--- config.mk ---
export PLATFORM = sky130hd
export DESIGN_NAME = dcsk_corr_accum
export DESIGN_NICKNAME = d
export VERILOG_FILES = /design/src/rtl/dcsk_corr_accum.sv
export SDC_FILE = /design/constraint.sdc
export NUM_CORES = 1
export LEC_CHECK = 0
export BUFFER_PORTS_ARGS = -buffer_cell sky130_fd_sc_hd__buf_4
export CAP_MARGIN = 20
export CORE_ASPECT_RATIO = 0.6
export CORE_UTILIZATION = 30
export DETAILED_ROUTE_END_ITERATION = 7
export SLEW_MARGIN = 20
export SYNTH_ARGS = -nofsm -noshare
export SYNTH_HDL_FRONTEND = slang
export SYNTH_SLANG_ARGS = --single-unit
--- constraint.sdc ---
create_clock -name i_clk -period 7.74 [get_ports i_clk]
set_input_delay 0.387 -clock i_clk [delete_from_list [all_inputs] [get_ports i_clk]]
set_output_delay 0.387 -clock i_clk [all_outputs]
set_load 0.02 [all_outputs]
--- src/rtl/dcsk_corr_accum.sv ---
// rtl/dcsk_corr_accum.sv - DCSK correlation accumulator: sums SPREAD_LEN products per symbol, decides the bit
module dcsk_corr_accum #(
  parameter int WORD_LEN   = 8,
  parameter int SPREAD_LEN = 16
) (
  input  logic                                     i_clk,
  input  logic                                     i_rst,
  input  logic                                     i_valid,
  input  logic [2*WORD_LEN-1:0]                    i_product,
  input  logic                                     i_clear,
  output logic                                     o_valid,
  output logic [2*WORD_LEN+$clog2(SPREAD_LEN)-1:0] o_acc,
  output logic                                     o_bit,
  output logic                                     o_busy,
  output logic [$clog2(SPREAD_LEN)-1:0]            o_sample_cnt
);

  localparam int PROD_W  = 2 * WORD_LEN;
  localparam int CNT_W   = $clog2(SPREAD_LEN);
  localparam int ACC_LEN = PROD_W + CNT_W;
  localparam logic [CNT_W-1:0] LAST_CNT = CNT_W'(SPREAD_LEN - 1);

  typedef enum logic {
    IDLE  = 1'b0,
    ACCUM = 1'b1
  } state_t;

  state_t               state_q, state_d;
  logic [CNT_W-1:0]     cnt_q, cnt_d;
  logic [ACC_LEN-1:0]   sum_q, sum_d;
  logic [ACC_LEN-1:0]   acc_q, acc_d;
  logic                 bit_q, bit_d;
  logic                 valid_q, valid_d;
  logic [ACC_LEN-1:0]   prod_ext;
  logic [ACC_LEN-1:0]   sum_next;

  assign prod_ext = {{(ACC_LEN-PROD_W){i_product[PROD_W-1]}}, i_product};
  // A symbol always starts from zero so a stale partial sum can never leak in.
  assign sum_next = ((state_q == IDLE) ? '0 : sum_q) + prod_ext;

  always_ff @(posedge i_clk) begin
    if (i_rst) begin
      state_q <= IDLE;
      cnt_q   <= '0;
      sum_q   <= '0;
      acc_q   <= '0;
      bit_q   <= 1'b0;
      valid_q <= 1'b0;
    end else begin
      state_q <= state_d;
      cnt_q   <= cnt_d;
      sum_q   <= sum_d;
      acc_q   <= acc_d;
      bit_q   <= bit_d;
      valid_q <= valid_d;
    end
  end

  always_comb begin
    state_d = state_q;
    cnt_d   = cnt_q;
    sum_d   = sum_q;
    acc_d   = acc_q;
    bit_d   = bit_q;
    valid_d = 1'b0;
    if (i_clear) begin
      state_d = IDLE;
      cnt_d   = '0;
      sum_d   = '0;
    end else if (i_valid) begin
      case (state_q)
        IDLE: begin
          state_d = ACCUM;
          cnt_d   = CNT_W'(1);
          sum_d   = sum_next;
        end
        ACCUM: begin
          if (cnt_q == LAST_CNT) begin
            state_d = IDLE;
            cnt_d   = '0;
            sum_d   = '0;
            acc_d   = sum_next;
            bit_d   = ~sum_next[ACC_LEN-1];
            valid_d = 1'b1;
          end else begin
            cnt_d = cnt_q + 1'b1;
            sum_d = sum_next;
          end
        end
        default: begin
          state_d = IDLE;
          cnt_d   = '0;
          sum_d   = '0;
        end
      endcase
    end
  end

  assign o_valid      = valid_q;
  assign o_acc        = acc_q;
  assign o_bit        = bit_q;
  assign o_busy       = (state_q == ACCUM);
  assign o_sample_cnt = cnt_q;

endmodule

Yosys cells after proc, flatten, opt, wreduce, memory -nomap -nowiden:

Cells that the tools add are included.

* output and inout port bits: 27
* register bits after elaboration: 47
* input port bits: 20
* word-level logic and storage cells: 24

* bitwise gates (word level): 4
* equality and inequality tests: 1
* multiplexer cells: 8
* add/sub/neg operators: 2
* reduce and logical (&&, ||, !) cells: 3

Operators with widths (number)
* $mux 20: 2
* $pmux 20 s2: 1
* $add 20x20->20: 1
* $pmux 4 s2: 1
* $add 4x1->4 const B: 1
* $eq 4x4->1 const B: 1
* $mux 4: 1
* $not 1->1: 4
* $reduce_and 4->1: 1
* $reduce_or 4->1: 1
* $mux 1: 2
* $pmux 1 s2: 1
* $reduce_or 2->1: 1

Logic depth before layout (Yosys ltp):

* depth after elaboration: 4
* gate-level depth with buffers: 11
* mapped depth without buffers: 9

Worst setup path before layout:

OpenSTA, ideal clock, no wires.

* kind: reg-to-reg
* start: reg state_q (netlist: o_busy)
* end: reg acc_q[16] (netlist: o_acc[16])
* arrival: 2.723 ns
* stages on the path, launching flop included: 12
* period minus slack after synthesis: 2.780 ns
* required time: 7.682 ns
* setup slack: 4.960 ns
* path through: dfxtp_1 > buf_2 > clkbuf_1 > and2_1 > ha_1 > fa_1 > a21o_1 > a221oi_2 > o21bai_2 > a221o_1 > nor4b_2 > a211o_1

* longest elaborated chain between the ends: 2
* elaborated cells on any way between the ends: 3
* those cells by class: add/sub: 1; mux: 1; reduce/logical: 1

RTL lines
* start: declaration: RTL line 28 `state_t state_q, state_d;`
* start signal: assignment: RTL line 50 `state_q <= state_d;`
* $mux 20: RTL line 39 `assign sum_next = ((state_q == IDLE) ? '0 : sum_q) + prod_ext;`
* $add 20x20->20: RTL line 39
* end signal: assignment: RTL line 46 `acc_q <= '0;`
* end signal: assignment: RTL line 53 `acc_q <= acc_d;`
* end: declaration: RTL line 31 `logic [ACC_LEN-1:0] acc_q, acc_d;`

Parallel ways exist; a longest one is shown, timed or not.
A chain may end at the register's enable or synchronous reset.

Final worst setup path:

* start: reg state_q (netlist: o_busy)
* end: reg acc_q[12] (netlist: o_acc[12])

Same word-level chain as after synthesis.

==> reports/metrics.sh <==
OUTCOME='complete, no violations'
ROUTED_WIRE_LENGTH_PER_INSTANCE_UM=15.9
POWER_LEAKAGE_nW=1.50
DETAIL_PLACEMENT_HPWL_UM=6410
CLK-INSERTION-DELAY-LATE_PS=290
CRIT_TYPE='flip-flop to flip-flop'
CLK_PATH_BUF_DEPTH=2
SEQ_AREA_FRAC_SYNTH_PCT=31.7
FLOORPLAN.IO_PINS=47
ROUTED_WIRELENGTH_UM=8480
WORST-SLEW-PIN-TRANSITION_PS=1010
HOLD_VIOLATIONS=0
FIN_CRIT_SH_PCT=39.6
CRITPATHCAPTURE='o_acc[12]'
R2R_SETUP_SLACK_PS=4680
FINAL-SETUP-VIOL-COUNT=0
POWER-PER-CELL-AREA_nW_PER_UM2=149
LAYOUT-DRIVE-GT1-SHARE_PCT=15.2
YOSYS.AREA.TOP_TYPE_SHARE_PCT=31.7
SYN2LAYOUT_AREA_GROWTH_PCT=18.1
SYNTH_TOP_AREA_CELL='sky130_fd_sc_hd__dfxtp_1'
YS_WARN_COUNT=0
WORSTPATHMAXFANOUT=27
DR.PASS1.ITERS=5
SYNTH_EDF_COUNT=0
CRITPATHREQUIREDTIME_PS=7920
GLOBAL_ROUTE.USAGE.TOTAL_PCT=17.3
DR_TOTAL_VIAS=2802
YS_SEQ_ELEMENTS=47
FIN_AREA_UM2=3500
LOGIC_DEPTH_OF_THE_WORST_REGISTER_TO_REGISTER_PATH=8
WORSTSETUPSTARTPOINT='o_busy'
VDD.IR_DROP.WORST_mV=0.0814
POST-ROUTE-DRC-COUNT=0
CTS_HOLD_REPAIR.BUFFERS=0
CLK_ROOT_BUFFER_CELL='sky130_fd_sc_hd__clkbuf_16'
SYN_AREA_PER_CELL_UM2=7.95
HOLD_PATH.CLASS='input pin to flip-flop'
GP_CONGESTION=0.902
DPL_CELL_AREA_UM2=3370
PIN_COUNT_OF_THE_BIGGEST_NET_ENTERING_GLOBAL_ROUTING=37
FLOORPLAN.DIE_AREA_UM2=10300
VIASPERCELL=5.27
SETUP_REPAIR_AFTER_GLOBAL_ROUTING_MISSED_ITS_MARGIN='false'
CTS-RESIZED-GATES=0
SETUP-TNS-FINAL_PS=0
GRT_OVERFLOW_TOTAL=0
YOSYS-TOP-CELLS-AREA='sky130_fd_sc_hd__dfxtp_1 (32%), sky130_fd_sc_hd__ha_1 (8.4%), sky130_fd_sc_hd__nand2_1 (6.3%)'
TRITONCTS.NUM_BUFFERS=5
CLK_TRANSITION_REPORTED_PATHS_PS=60
BUFFER_PORTS.INSERTED=46
CTS.HTREE.LEVELS=2
INITIAL_CORE_UTIL_PCT=31.6
INITIALDRTVIOLATIONCOUNT=168
WORST_FLOP_TO_FLOP_PATH_STARTPOINT='o_busy'
VIA_COUNT_OF_THE_FIRST_GLOBAL_ROUTING_PASS=2570
DIE_W_UM=130
WIRE_LENGTH_OF_THE_FIRST_GLOBAL_ROUTING_PASS_UM=13400
WORST-ENDPOINT-ARRIVAL_PS=3240
DRTANTENNAVIOLNETS=0
WORST_SETUP_START_KIND='flip-flop'
DIEHEIGHT_UM=79.0
ANTENNA_FOUND_INITIAL=0
FINALNETCOUNT=442
R2R-END='o_acc[12]'
MAXSLEWVIOLCOUNT=0
SYN_AREA_UM2=2970
INSERTEDDIODECOUNT=0
PERIOD_NEEDED_PS=3060
POSTSYNTH.TOPFLOPCELL='sky130_fd_sc_hd__dfxtp_1'
CP-END-KIND='flip-flop'
SYNTH-ASYNC-RESET-RATIO_PCT=0
POST_CTS.REPAIR.SETUP_BUFFERS=0
CTS_TREE='yes'
CORE-AREA_UM2=9390
TIMING.MAX_SLEW.REL_SLACK_PCT=32.6
CP_CELL_SEQUENCE='and2_1 -> ha_1 -> a21o_1 -> o32ai_1 -> a21oi_1 -> a31oi_1 -> nor4_1 -> a221o_1'
SYN_INST=373
SLOWEST_DELAY_PS=890
SYNTH.LIB_CELLS_USED.DISTINCT=57
ROWS=27
SKEW_PS=8.32
TIMING.FMAX_MHz=326
CLKSINKCOUNT=47
CRITPATHSLOWESTCELL='sky130_fd_sc_hd__dfxtp_1'
SYNTH.NET_COUNT=414
TIMING.MAX_CAP.VIOLATIONS=0
[layout by cell type (no fill, tap or decap), types with 11 or more instances in the layout]
cell,n
sky130_fd_sc_hd__dfxtp_1,47
sky130_fd_sc_hd__nor3_1,13
sky130_fd_sc_hd__xnor2_1,11
sky130_fd_sc_hd__a21oi_1,28
sky130_fd_sc_hd__nor2_1,24
sky130_fd_sc_hd__and2_1,20
sky130_fd_sc_hd__ha_1,20
sky130_fd_sc_hd__nand2_1,50
sky130_fd_sc_hd__buf_4,47
sky130_fd_sc_hd__o21ai_0,14
[sequential cells by signal (all words and copies together), names as in the netlist]
signal,flops
sum_q,20
o_acc,20
o_valid,1
o_bit,1
o_sample_cnt,4
o_busy,1
[through the flow]
stage	hold slack (ps)	instances	power (mW)	setup WS [ps]	util, %
6_report	423	532	0.521	4680	37.3
5_1_grt	442	532	0.542	4520	37.3
4_1_cts	420	532	0.524	4710	37.3
3_5_place_dp	438	524	0.313	4750	35.9
3_3_place_gp	428	524	0.312	4810	35.9
2_1_floorplan	417	373	0.293	4960	-
[layer usage]
layer	vias to the layer above	wire length (um)	global-route usage [%]
li1	1394	-	-
met1	1305	4770	27.3
met2	98	3100	23.2
met3	5	555	3.71
met4	0	59	3.45
met5	-	0	0
[kinds of logic after synthesis]
group / after synthesis / synth area share, %
compound gates: 107 / 24.3
xor+xnor: 14 / 4.13
fa+ha+maj: 21 / 9.11
buf+inv: 34 / 5.06
flops: 47 / 31.7
mux: 1 / 0.337
simple gates: 149 / 25.4
[critical path: cells and delay by family (launching register included)]
family,cells,cell delay [ps]
AO/OA/AOI/OAI,5,1410
flip-flops,1,890
adder cells (fa/ha/maj),1,330
AND/OR/NAND/NOR,2,330
[how the worst min path moves through the flow]
| stage | startpoint | endpoint | slack [ps] | cells past startpoint |
|---|---|---|---|---|
| floorplan | sum_q[13] | sum_q[13] | 420 | 2 |
| global route | i_valid | o_sample_cnt[1] | 440 | 3 |
| finish | i_valid | o_sample_cnt[1] | 420 | 3 |
| global placement | sum_q[7] | sum_q[7] | 430 | 2 |
| CTS | i_valid | o_sample_cnt[1] | 420 | 3 |
| detailed placement | sum_q[16] | sum_q[16] | 440 | 2 |
[synth_stat cells (all sizes together) (3+ instances only)]
cell / instances
nor3: 14
nand3b: 6
inv: 7
dfxtp: 47
xnor2: 11
nor2: 24
and2: 21
a211o: 4
o21ai: 19
xor2: 3
and3: 6
buf: 11
nor3b: 5
a21o: 9
a211oi: 3
o21a: 7
nor4b: 3
clkbuf: 15
ha: 20
a21oi: 28
nand2: 50
a221o: 3
o211ai: 4
a22oi: 8
nand4: 4
nand3: 8
a31oi: 7
[where the power goes]
part | internal (mW) | total [mW] | leakage (nW) | switching [mW]
Sequential | 0.246 | 0.249 | 0.381 | 0.00362
Clock | 0.120 | 0.213 | 0.0679 | 0.0936
Combinational | 0.0228 | 0.0587 | 1.05 | 0.0358
Total | 0.388 | 0.521 | 1.50 | 0.133
[area by class of cell]
class	count	area [um2]
Fill cell	1012	5890
Multi-Input combinational cell	292	1880
Sequential cell	47	941
Timing Repair Buffer	47	353
Tap cell	130	163
Clock buffer	7	133
Inverter	8	30.0
Clock inverter	1	5.00
Note: power is estimated with default switching activity, not from simulation.
